$ cat config.mk
export PLATFORM = sky130hd
export DESIGN_NAME = ps2_scan_decoder
export DESIGN_NICKNAME = d
export VERILOG_FILES = /design/src/rtl/ps2_pkg.sv /design/src/rtl/sync_fifo.sv /design/src/rtl/ps2_scan_decoder.sv
export SDC_FILE = /design/constraint.sdc
export NUM_CORES = 1
export LEC_CHECK = 0
export BUFFER_PORTS_ARGS = -buffer_cell sky130_fd_sc_hd__buf_2
export CORE_ASPECT_RATIO = 0.5
export CORE_UTILIZATION = 30
export CTS_CLUSTER_DIAMETER = 100
export CTS_CLUSTER_SIZE = 10
export DETAILED_ROUTE_END_ITERATION = 8
export HOLD_SLACK_MARGIN = 0.03
export PLACE_DENSITY = 0.41
export RECOVER_POWER = 100
export SLEW_MARGIN = 40
export SYNTH_ARGS = -nofsm -noshare
export SYNTH_HDL_FRONTEND = slang
export SYNTH_SLANG_ARGS = --single-unit
$ cat constraint.sdc
create_clock -name clk -period 9.64 [get_ports clk]
set_input_delay 1.928 -clock clk [delete_from_list [all_inputs] [get_ports clk]]
set_output_delay 1.928 -clock clk [all_outputs]
set_load 0.1 [all_outputs]
$ cat src/rtl/ps2_pkg.sv
// Shared types and constants for the PS/2 scan-code decoder.
// Event layout, prefix bytes, frame FSM states and the odd-parity helper.
package ps2_pkg;

  typedef struct packed {
    logic       extended;
    logic       released;
    logic [7:0] code;
  } ps2_event_t;

  localparam logic [7:0] PS2_PFX_EXT = 8'hE0;
  localparam logic [7:0] PS2_PFX_BRK = 8'hF0;

  typedef enum logic [1:0] {
    IDLE  = 2'd0,
    RECV  = 2'd1,
    CHECK = 2'd2
  } frame_state_t;

  // True when data plus parity bit carry an odd number of ones.
  function automatic logic odd_parity_ok(input logic [7:0] data, input logic parity);
    return ^data ^ parity;
  endfunction

endpackage

$ cat src/rtl/sync_fifo.sv
// Show-ahead single-clock FIFO; dout always presents the head entry.
// A push while full is ignored unless a pop happens in the same cycle.
module sync_fifo #(
  parameter int WIDTH = 8,
  parameter int DEPTH = 8
) (
  input  logic                       clk,
  input  logic                       reset,
  input  logic                       push,
  input  logic                       pop,
  input  logic [WIDTH-1:0]           din,
  output logic [WIDTH-1:0]           dout,
  output logic                       full,
  output logic                       empty,
  output logic [$clog2(DEPTH+1)-1:0] level
);

  localparam int AW = $clog2(DEPTH);
  localparam int LW = $clog2(DEPTH+1);

  logic [WIDTH-1:0] mem [DEPTH];
  logic [AW-1:0]    wr_ptr, rd_ptr;
  logic [LW-1:0]    count;
  logic             do_push, do_pop;

  assign full    = (count == LW'(DEPTH));
  assign empty   = (count == '0);
  assign do_pop  = pop && !empty;
  assign do_push = push && (!full || do_pop);
  assign dout    = mem[rd_ptr];
  assign level   = count;

  // NOTE: the storage array has no reset; only pointers and count need one,
  // and leaving it out lets the array map onto plain RAM.
  always_ff @(posedge clk) begin
    if (do_push) mem[wr_ptr] <= din;
  end

  always_ff @(posedge clk or posedge reset) begin
    if (reset) begin
      wr_ptr <= '0;
      rd_ptr <= '0;
      count  <= '0;
    end else begin
      if (do_push) wr_ptr <= wr_ptr + AW'(1);
      if (do_pop)  rd_ptr <= rd_ptr + AW'(1);
      if (do_push && !do_pop)      count <= count + LW'(1);
      else if (do_pop && !do_push) count <= count - LW'(1);
    end
  end

endmodule

$ cat src/rtl/ps2_scan_decoder.sv
// PS/2 keyboard receiver: synchronise, deglitch, deserialise, validate,
// fold E0/F0 prefixes into key events and queue them for the consumer.
module ps2_scan_decoder
  import ps2_pkg::*;
#(
  parameter int CLK_FREQ_HZ = 50_000_000,
  parameter int TIMEOUT_US  = 200,
  parameter int FILTER_LEN  = 8,
  parameter int FIFO_DEPTH  = 8
) (
  input  logic                            clk,
  input  logic                            reset,
  input  logic                            ps2_clk,
  input  logic                            ps2_data,
  output logic [7:0]                      ev_code,
  output logic                            ev_extended,
  output logic                            ev_release,
  output logic                            ev_valid,
  input  logic                            ev_ready,
  output logic                            err_parity,
  output logic                            err_frame,
  output logic                            err_overflow,
  output logic [$clog2(FIFO_DEPTH+1)-1:0] fifo_level
);

  localparam int TIMEOUT_CYCLES = CLK_FREQ_HZ / 1_000_000 * TIMEOUT_US;
  localparam int TW = $clog2(TIMEOUT_CYCLES + 1);
  localparam int FW = $clog2(FILTER_LEN + 1);

  logic          clk_s1, clk_s2, dat_s1, dat_s2;
  logic [FW-1:0] flt_cnt;
  logic          clk_flt, clk_flt_d, strobe;

  frame_state_t  state_q, state_d;
  logic [10:0]   shreg;
  logic [3:0]    bit_cnt;
  logic [TW-1:0] to_cnt;
  logic          timeout;
  logic          ext_q, rel_q;

  logic          in_check, start_ok, stop_ok, par_ok, good, push, pop;
  logic [7:0]    rx_byte;
  logic          fifo_full, fifo_empty;
  ps2_event_t    push_ev, head_ev;

  // Idle level of both lines is 1, so reset to 1 to avoid a false edge.
  // NOTE: every clocked block uses non-blocking assignments so all flops
  // update together from pre-edge values.
  always_ff @(posedge clk or posedge reset) begin
    if (reset) begin
      clk_s1    <= 1'b1;
      clk_s2    <= 1'b1;
      dat_s1    <= 1'b1;
      dat_s2    <= 1'b1;
      flt_cnt   <= '0;
      clk_flt   <= 1'b1;
      clk_flt_d <= 1'b1;
    end else begin
      clk_s1    <= ps2_clk;
      clk_s2    <= clk_s1;
      dat_s1    <= ps2_data;
      dat_s2    <= dat_s1;
      clk_flt_d <= clk_flt;
      if (clk_s2 == clk_flt) begin
        flt_cnt <= '0;
      end else if (flt_cnt == FW'(FILTER_LEN - 1)) begin
        clk_flt <= clk_s2;
        flt_cnt <= '0;
      end else begin
        flt_cnt <= flt_cnt + FW'(1);
      end
    end
  end

  assign strobe = clk_flt_d & ~clk_flt;

  always_ff @(posedge clk or posedge reset) begin
    if (reset) state_q <= IDLE;
    else       state_q <= state_d;
  end

  // NOTE: defaults first so no path through the case leaves a signal
  // unassigned, which would otherwise infer a latch.
  always_comb begin
    state_d = state_q;
    timeout = 1'b0;
    unique case (state_q)
      IDLE:  if (strobe) state_d = RECV;
      RECV: begin
        if (strobe && bit_cnt == 4'd10) begin
          state_d = CHECK;
        end else if (!strobe && to_cnt == TW'(TIMEOUT_CYCLES - 1)) begin
          timeout = 1'b1;
          state_d = IDLE;
        end
      end
      CHECK: state_d = IDLE;
      default: state_d = IDLE;
    endcase
  end

  // Frame layout after eleven LSB-first shifts: [0] start, [8:1] data, [9] parity, [10] stop.
  assign in_check = (state_q == CHECK);
  assign rx_byte  = shreg[8:1];
  assign start_ok = ~shreg[0];
  assign stop_ok  = shreg[10];
  assign par_ok   = odd_parity_ok(rx_byte, shreg[9]);
  assign good     = in_check && start_ok && stop_ok && par_ok;
  assign push     = good && (rx_byte != PS2_PFX_EXT) && (rx_byte != PS2_PFX_BRK);
  assign push_ev  = '{extended: ext_q, released: rel_q, code: rx_byte};
  assign pop      = ev_valid && ev_ready;

  always_ff @(posedge clk or posedge reset) begin
    if (reset) begin
      shreg        <= '0;
      bit_cnt      <= '0;
      to_cnt       <= '0;
      ext_q        <= 1'b0;
      rel_q        <= 1'b0;
      err_parity   <= 1'b0;
      err_frame    <= 1'b0;
      err_overflow <= 1'b0;
    end else begin
      err_parity   <= in_check && !par_ok;
      err_frame    <= (in_check && !(start_ok && stop_ok)) || timeout;
      err_overflow <= push && fifo_full && !pop;

      if (strobe) shreg <= {dat_s2, shreg[10:1]};

      if (state_q == RECV && !timeout) begin
        if (strobe) bit_cnt <= bit_cnt + 4'd1;
      end else if (state_q == IDLE && strobe) begin
        bit_cnt <= 4'd1;
      end else begin
        bit_cnt <= '0;
      end

      if (state_q == RECV && !strobe && !timeout) to_cnt <= to_cnt + TW'(1);
      else                                        to_cnt <= '0;

      if (timeout || (in_check && !good)) begin
        ext_q <= 1'b0;
        rel_q <= 1'b0;
      end else if (good) begin
        if (rx_byte == PS2_PFX_EXT) begin
          ext_q <= 1'b1;
        end else if (rx_byte == PS2_PFX_BRK) begin
          rel_q <= 1'b1;
        end else begin
          ext_q <= 1'b0;
          rel_q <= 1'b0;
        end
      end
    end
  end

  sync_fifo #(
    .WIDTH($bits(ps2_event_t)),
    .DEPTH(FIFO_DEPTH)
  ) u_fifo (
    .clk   (clk),
    .reset (reset),
    .push  (push),
    .pop   (pop),
    .din   (push_ev),
    .dout  (head_ev),
    .full  (fifo_full),
    .empty (fifo_empty),
    .level (fifo_level)
  );

  assign ev_valid    = ~fifo_empty;
  assign ev_code     = ev_valid ? head_ev.code : 8'h00;
  assign ev_extended = ev_valid & head_ev.extended;
  assign ev_release  = ev_valid & head_ev.released;

endmodule

; Yosys cells after proc, flatten, opt, wreduce, memory -nomap -nowiden
; Memory sizes are Yosys's and may differ from the RTL's.
; Index checks and enable logic that the tools add are counted.
[word_totals]
out_inout_bits = 18
ram_bits = 80
reg_bits = 56
inputBits = 5
memories = 1
[memory_table]
columns = memory, depth, word_bits, rd, rd_ports_with_merged_regs, wr, line_no
row1 = u_fifo.mem, 8, 10, 1, 0, 1, sync_fifo.sv:21  ; logic [WIDTH-1:0] mem [DEPTH];
[op_classes]
n_reduce_logical = 44
bitwise = 8
addsub = 7
eq_ne = 16
muxes = 26
[op_table]
columns = op, count
row1 = 4-bit 2-to-1 mux, 6
row2 = 1-bit logical AND, 22
row3 = "8-bit equality test, second input constant", 2
row4 = "8-bit != test, second input constant", 2
row5 = "14-bit by 1-bit adder with 14-bit output, second input constant", 1
row6 = "14-bit equality test, second input constant", 1
row7 = 1-bit 2-to-1 mux, 14
row8 = 14-bit 2-to-1 mux, 1
row9 = "4-bit by 1-bit adder with 4-bit output, second input constant", 3
row10 = 1-bit zero test, 10
row11 = "4-bit equality test, second input constant", 2
row12 = 8-bit 2-to-1 mux, 1
row13 = 2-bit AND reduction, 4
row14 = 8-bit XOR reduction, 1
row15 = "3-bit by 1-bit adder with 3-bit output, second input constant", 2
row16 = 2-bit 2-to-1 mux, 3
row17 = "2-bit != test, second input constant", 3
row18 = "3-bit != test, second input constant", 2
row19 = "4-bit by 3-bit equality test with 1-bit output, second input constant", 1
row20 = 4-bit zero test, 1
row21 = 1-bit NOT, 4
row22 = 2-bit one-hot mux with 2 select lines, 1
row23 = 2-bit nonzero test, 2
row24 = "4-bit by 1-bit subtractor with 4-bit output, second input constant", 1
row25 = other kinds (7), 11

; Logic depth before layout (Yosys ltp)
[logic_depth]
depth_word = 11
depth_mapped = 13
mapped_depth_nobuf = 13

; Modules after synthesis
; A second synthesis with hierarchy kept.
[unflattened]
hier_cells = 400
hier_area_um2 = 5848.1
[by_module_without_submodules]
columns = module, cells_each, instances, area_per_inst_um2
row1 = sync_fifo, 179, 1, 3653.5
row2 = ps2_scan_decoder, 221, 1, 2194.6

; Least setup slack after synthesis
; No wires, ideal clock.
[synth_timing]
path_kind = register to output
from = reg u_fifo.count[0], in the netlist u_fifo.level[0]
to = out ev_code[0]
stages_incl_launch_ff = 4
arrival_ns = 2.707
setup_slack_ns = 5.005
path_cell_list = dfrtp_1 nor4_1 clkbuf_1 nor2_1
[synth_between]
elab_chain_cells = 2
[synth_rtl]
columns = item, line_no
row1 = "start, declared", sync_fifo.sv:23  ; logic [LW-1:0] count;
row2 = "start signal, assigned", sync_fifo.sv:47  ; if (do_push && !do_pop) count <= count + LW'(1);
row3 = "start signal, assigned", sync_fifo.sv:48  ; else if (do_pop && !do_push) count <= count - LW'(1);
row4 = 4-bit zero test, sync_fifo.sv:27  ; assign empty = (count == '0);
row5 = 8-bit 2-to-1 mux, ps2_scan_decoder.sv:173  ; assign ev_code = ev_valid ? head_ev.code : 8'h00;
row6 = "end, declared", ps2_scan_decoder.sv:15  ; output logic [7:0] ev_code,
; Every way passes these cells.

; Final worst setup path
[layout_timing]
from = reg u_fifo.rd_ptr[0]
to = out ev_code[1]
[layout_between]
elab_chain_cells = 2
[layout_rtl]
columns = item, line_no
row1 = "start, declared", sync_fifo.sv:22  ; logic [AW-1:0] wr_ptr, rd_ptr;
row2 = "start signal, assigned", sync_fifo.sv:46  ; if (do_pop) rd_ptr <= rd_ptr + AW'(1);
row3 = memory read 8 x 10 bit, n/a
row4 = 8-bit 2-to-1 mux, ps2_scan_decoder.sv:173
; Every way passes these cells.

==> results.py <==
metrics = {
    "logic_synthesis": {
        "ys_types": 48,
        "async_reset_ff_share_pct": 41.18,
        "yosys_most_used_dff": "sky130_fd_sc_hd__edfxtp_1",
        "post-synth-top-area-cell": "sky130_fd_sc_hd__edfxtp_1",
        "syn_nets": 397,
        "synth_top_cell_area_share_pct": 42.26,
        "avgSynthCellArea_sq_um": 15.08,
        "number_of_storage_elements_in_the_synthesis_netlist": 136,
        "number_of_instances_in_the_synthesized_netlist": 377,
        "count_of_flip_flops_with_a_built_in_enable_after_synthesis": 80,
        "syn_area_sq_um": 5684,
        "synthTopCellsByArea": "sky130_fd_sc_hd__edfxtp_1 (42%), sky130_fd_sc_hd__dfrtp_1 (22%), sky130_fd_sc_hd__mux4_2 (7.9%)",
        "yosysSeqAreaShare_pct": 67.05,
        "yosysWarningCount": 0,
    },
    "cts": {
        "clkTransAtPathRegs_ns": 0.06,
        "tritoncts": "built",
        "cts_inserted_buffers": 17,
        "clock_insertion_delay_worst_skew_ns": 0.41,
        "numClockSinks": 136,
        "cts-htree-levels": 4,
        "clock-root-buffer": "sky130_fd_sc_hd__clkbuf_16",
        "clock_tree.buffer_depth": 2,
        "post_cts.resized_instances": 0,
        "post_cts.repair.setup_buffers": 0,
        "cts_hold_buffers": 0,
    },
    "route": {
        "detailedRoute.firstPassIterationCount": 4,
        "avgViaCountPerCell": 4.470,
        "routed-via-count": 3098,
        "drt_iter0_markers": 132,
        "ant_nets": 0,
        "finalWirelength_um": 11410,
        "drt_drc_violations_left": 0,
        "drt-wirelength-per-cell_um": 16.46,
    },
    "power_and_ir_drop": {
        "power_density_nw_per_um2": 323.0,
        "design_power_total_mw": 2.164,
        "power.static_leakage_nw": 2.512,
        "worst_ir_drop_on_vdd_uv": 131.4,
    },
    "status": {
        "run_status": "finished with violations",
        "failed_checks": "capacitance limit, slew limit",
    },
    "die": {
        "die_area_sq_um": 19540,
        "boundaryPins": 23,
        "floorplan.die.height_um": 99.34,
        "die_w_um": 196.7,
        "rows": 35,
        "core_area_sq_um": 18480,
        "start_util_pct": 30.76,
    },
    "global_routing": {
        "first_global_vias": 3416,
        "grt_util_all_layers_pct": 12.89,
        "overflow": 0,
        "global_route_wire_length_before_repair_um": 18620,
        "grt_antenna_before_repair": 0,
        "grt_start_max_net_pins": 57,
    },
    "setup_path": {
        "timing.setup.critical_path_class": "flip-flop to primary output",
        "critical_path.max_stage_delay_ns": 1.30,
        "crit_path_dat_ns": 3.65,
        "worst-r2r-setup-slack_ns": 5.61,
        "timing.critical_path.cells": "clkbuf_1 > mux4_2 > mux2i_1 > nor2_1 > clkbuf_1",
        "category_of_the_worst_setup_path_capture_point": "primary output",
        "critical-path-slowest-cell": "sky130_fd_sc_hd__clkbuf_1",
        "critical_path.n_buffers_inverters": 2,
        "critical_path_peak_fanout": 20,
        "cp_data_required_time_ns": 7.71,
        "critical-path-top-delay-family": "buffers and inverters",
        "timing.critical_path.from_type": "flip-flop",
        "timing.critical_path.mode_cell": "sky130_fd_sc_hd__clkbuf_1",
    },
    "sta": {
        "final.setup_skew_ns": 0.009317,
        "tightest_slew_ns": 1.779,
        "min_period_over_period_pct": 57.90,
        "fin_crit_ns": 5.581,
        "setup_tns_ns": 0,
        "grt_setup_unrepaired": "false",
        "max_freq_ghz": 0.1792,
        "final_max_slew_viol_count": 53,
        "timing.max_slew.rel_slack_pct": -18.62,
        "report.final.setup_viol": 0,
        "report.final.hold_viol_count": 0,
    },
    "place": {
        "detailed_place_hpwl_um": 7014,
        "port_buffers": 22,
        "gpl.final_weighted_congestion": 0.6972,
    },
    "finish": {
        "final_nets": 441,
        "num_antenna_cells": 0,
        "mostFrequentLayoutCells": "sky130_fd_sc_hd__edfxtp_1 (80), sky130_fd_sc_hd__dfrtp_1 (49), sky130_fd_sc_hd__nor2_1 (38)",
        "layout.cells.most_common": "sky130_fd_sc_hd__edfxtp_1",
        "layout-drive-gt1-share_pct": 16.13,
        "synthToLayoutAreaGrowth_pct": 17.90,
    },
    "min_path": {
        "type_of_the_worst_min_delay_path": "flip-flop to flip-flop",
    },
    "run": {
        "timing.max_cap.violations": 2,
    },
}
-- stage by stage --
step                      hold WS (ns)  setup slack (ns)  cells  util, %  cell area [sq um]
final                           0.3566             4.059    693    36.26               6701
after global routing            0.3589             3.626    693    36.26               6701
after CTS                       0.3582             5.338    692    36.74               6790
after detailed placement        0.3491             5.362    660    33.40               6172
after global placement          0.3459             5.440    660    33.39               6171
after floorplan                 0.3452             5.005    377        -               5684
-- layer usage --
| layer | vias up | share of wire, % | global-route usage [%] |
|---|---|---|---|
| met3 | 8 | 2.7 | 3.628 |
| met5 | - | 0 | 0 |
| met4 | 0 | 0.68 | 3.399 |
| met1 | 1598 | 47 | 16.09 |
| met2 | 31 | 50 | 22.15 |
| li1 | 1461 | - | - |
-- logic make-up (layout without fill, tap and decap cells) --
family	count (synthesis)	in the layout	synth area share, %
AO/OA/AOI/OAI	23	23	2.377
XOR/XNOR	27	27	4.402
adder cells (fa/ha/maj)	15	15	3.434
buffers and inverters	22	79	1.563
flip-flops	136	136	67.05
multiplexers	34	34	10.54
AND/OR/NAND/NOR	120	120	10.63
-- cells in the mapped netlist (2+ instances only) --
| cell type | number |
|---|---|
| sky130_fd_sc_hd__o21ai_0 | 11 |
| sky130_fd_sc_hd__dfrtp_1 | 50 |
| sky130_fd_sc_hd__xor2_1 | 8 |
| sky130_fd_sc_hd__clkbuf_1 | 6 |
| sky130_fd_sc_hd__nand3_1 | 7 |
| sky130_fd_sc_hd__nand2b_2 | 2 |
| sky130_fd_sc_hd__nor2b_1 | 2 |
| sky130_fd_sc_hd__edfxtp_1 | 80 |
| sky130_fd_sc_hd__o32ai_1 | 2 |
| sky130_fd_sc_hd__nand2_1 | 33 |
| sky130_fd_sc_hd__buf_2 | 2 |
| sky130_fd_sc_hd__mux2_2 | 3 |
| sky130_fd_sc_hd__mux2i_1 | 10 |
| sky130_fd_sc_hd__and3_1 | 6 |
| sky130_fd_sc_hd__nand2b_1 | 6 |
| sky130_fd_sc_hd__mux4_2 | 20 |
| sky130_fd_sc_hd__xnor2_1 | 18 |
| sky130_fd_sc_hd__a21oi_1 | 5 |
| sky130_fd_sc_hd__dfstp_2 | 6 |
| sky130_fd_sc_hd__ha_1 | 14 |
| sky130_fd_sc_hd__inv_1 | 12 |
| sky130_fd_sc_hd__nor3_1 | 5 |
| sky130_fd_sc_hd__nand4_1 | 2 |
| sky130_fd_sc_hd__nor2_1 | 38 |
| sky130_fd_sc_hd__a21o_1 | 2 |
| sky130_fd_sc_hd__nor4_1 | 4 |
| sky130_fd_sc_hd__and2_1 | 2 |
-- power breakdown --
| group | internal (mW) | total [mW] | switching, mW |
|---|---|---|---|
| registers | 0.670 | 0.759 | 0.0891 |
| logic | 0.205 | 0.725 | 0.520 |
| clock network | 0.415 | 0.681 | 0.266 |
| total | 1.29 | 2.16 | 0.874 |
-- path summary, 6_finish.rpt --
check,start,to,cells after the start
setup reg to reg,shreg[7]$_DFFE_PP0P_,u_fifo.level[3]$_DFFE_PP0P_,12
hold / removal,clk_s1$_DFF_PP1_,clk_s2$_DFF_PP1_,0
max in group asynchronous,reset,u_fifo.rd_ptr[1]$_DFFE_PP0N_,4
hold reg to reg,clk_s1$_DFF_PP1_,clk_s2$_DFF_PP1_,0
setup / recovery,u_fifo.rd_ptr[0]$_DFFE_PP0N_,ev_code[1],5
min in group asynchronous,reset,flt_cnt[2]$_DFF_PP0_,3
-- sequential cells by signal, indices dropped and copies added (netlist names) --
signal and count:
err_overflow 1, err_parity 1, rel_q 1, clk_flt 1, u_fifo.wr_ptr 3, ext_q 1, flt_cnt 4, u_fifo.level 4
err_frame 1, dat_s1 1, shreg 11, clk_flt_d 1, bit_cnt 4, clk_s2 1, u_fifo.rd_ptr 3, state_q 2
dat_s2 1, to_cnt 14, u_fifo.mem 80, clk_s1 1
-- layout make-up --
type                            instances  area [sq um]
Multi-Input combinational cell        219          1762
Inverter                               12         45.04
Fill cell                            1807         11780
Tap cell                              259         324.1
Sequential cell                       136          3812
Clock inverter                         14         188.9
Timing Repair Buffer                   35         140.1
Clock buffer                           18         429.2
-- worst register-to-register path: cells and delay by family (launching register included) --
| family | cells | cell delay, ns |
|---|---|---|
| AO/OA/AOI/OAI | 2 | 0.35 |
| XOR/XNOR | 4 | 0.81 |
| flip-flops | 1 | 0.52 |
| AND/OR/NAND/NOR | 2 | 1.10 |
| adder cells (fa/ha/maj) | 3 | 1.01 |
| buffers and inverters | 1 | 0.10 |
Power figures use the tool's default switching activity.
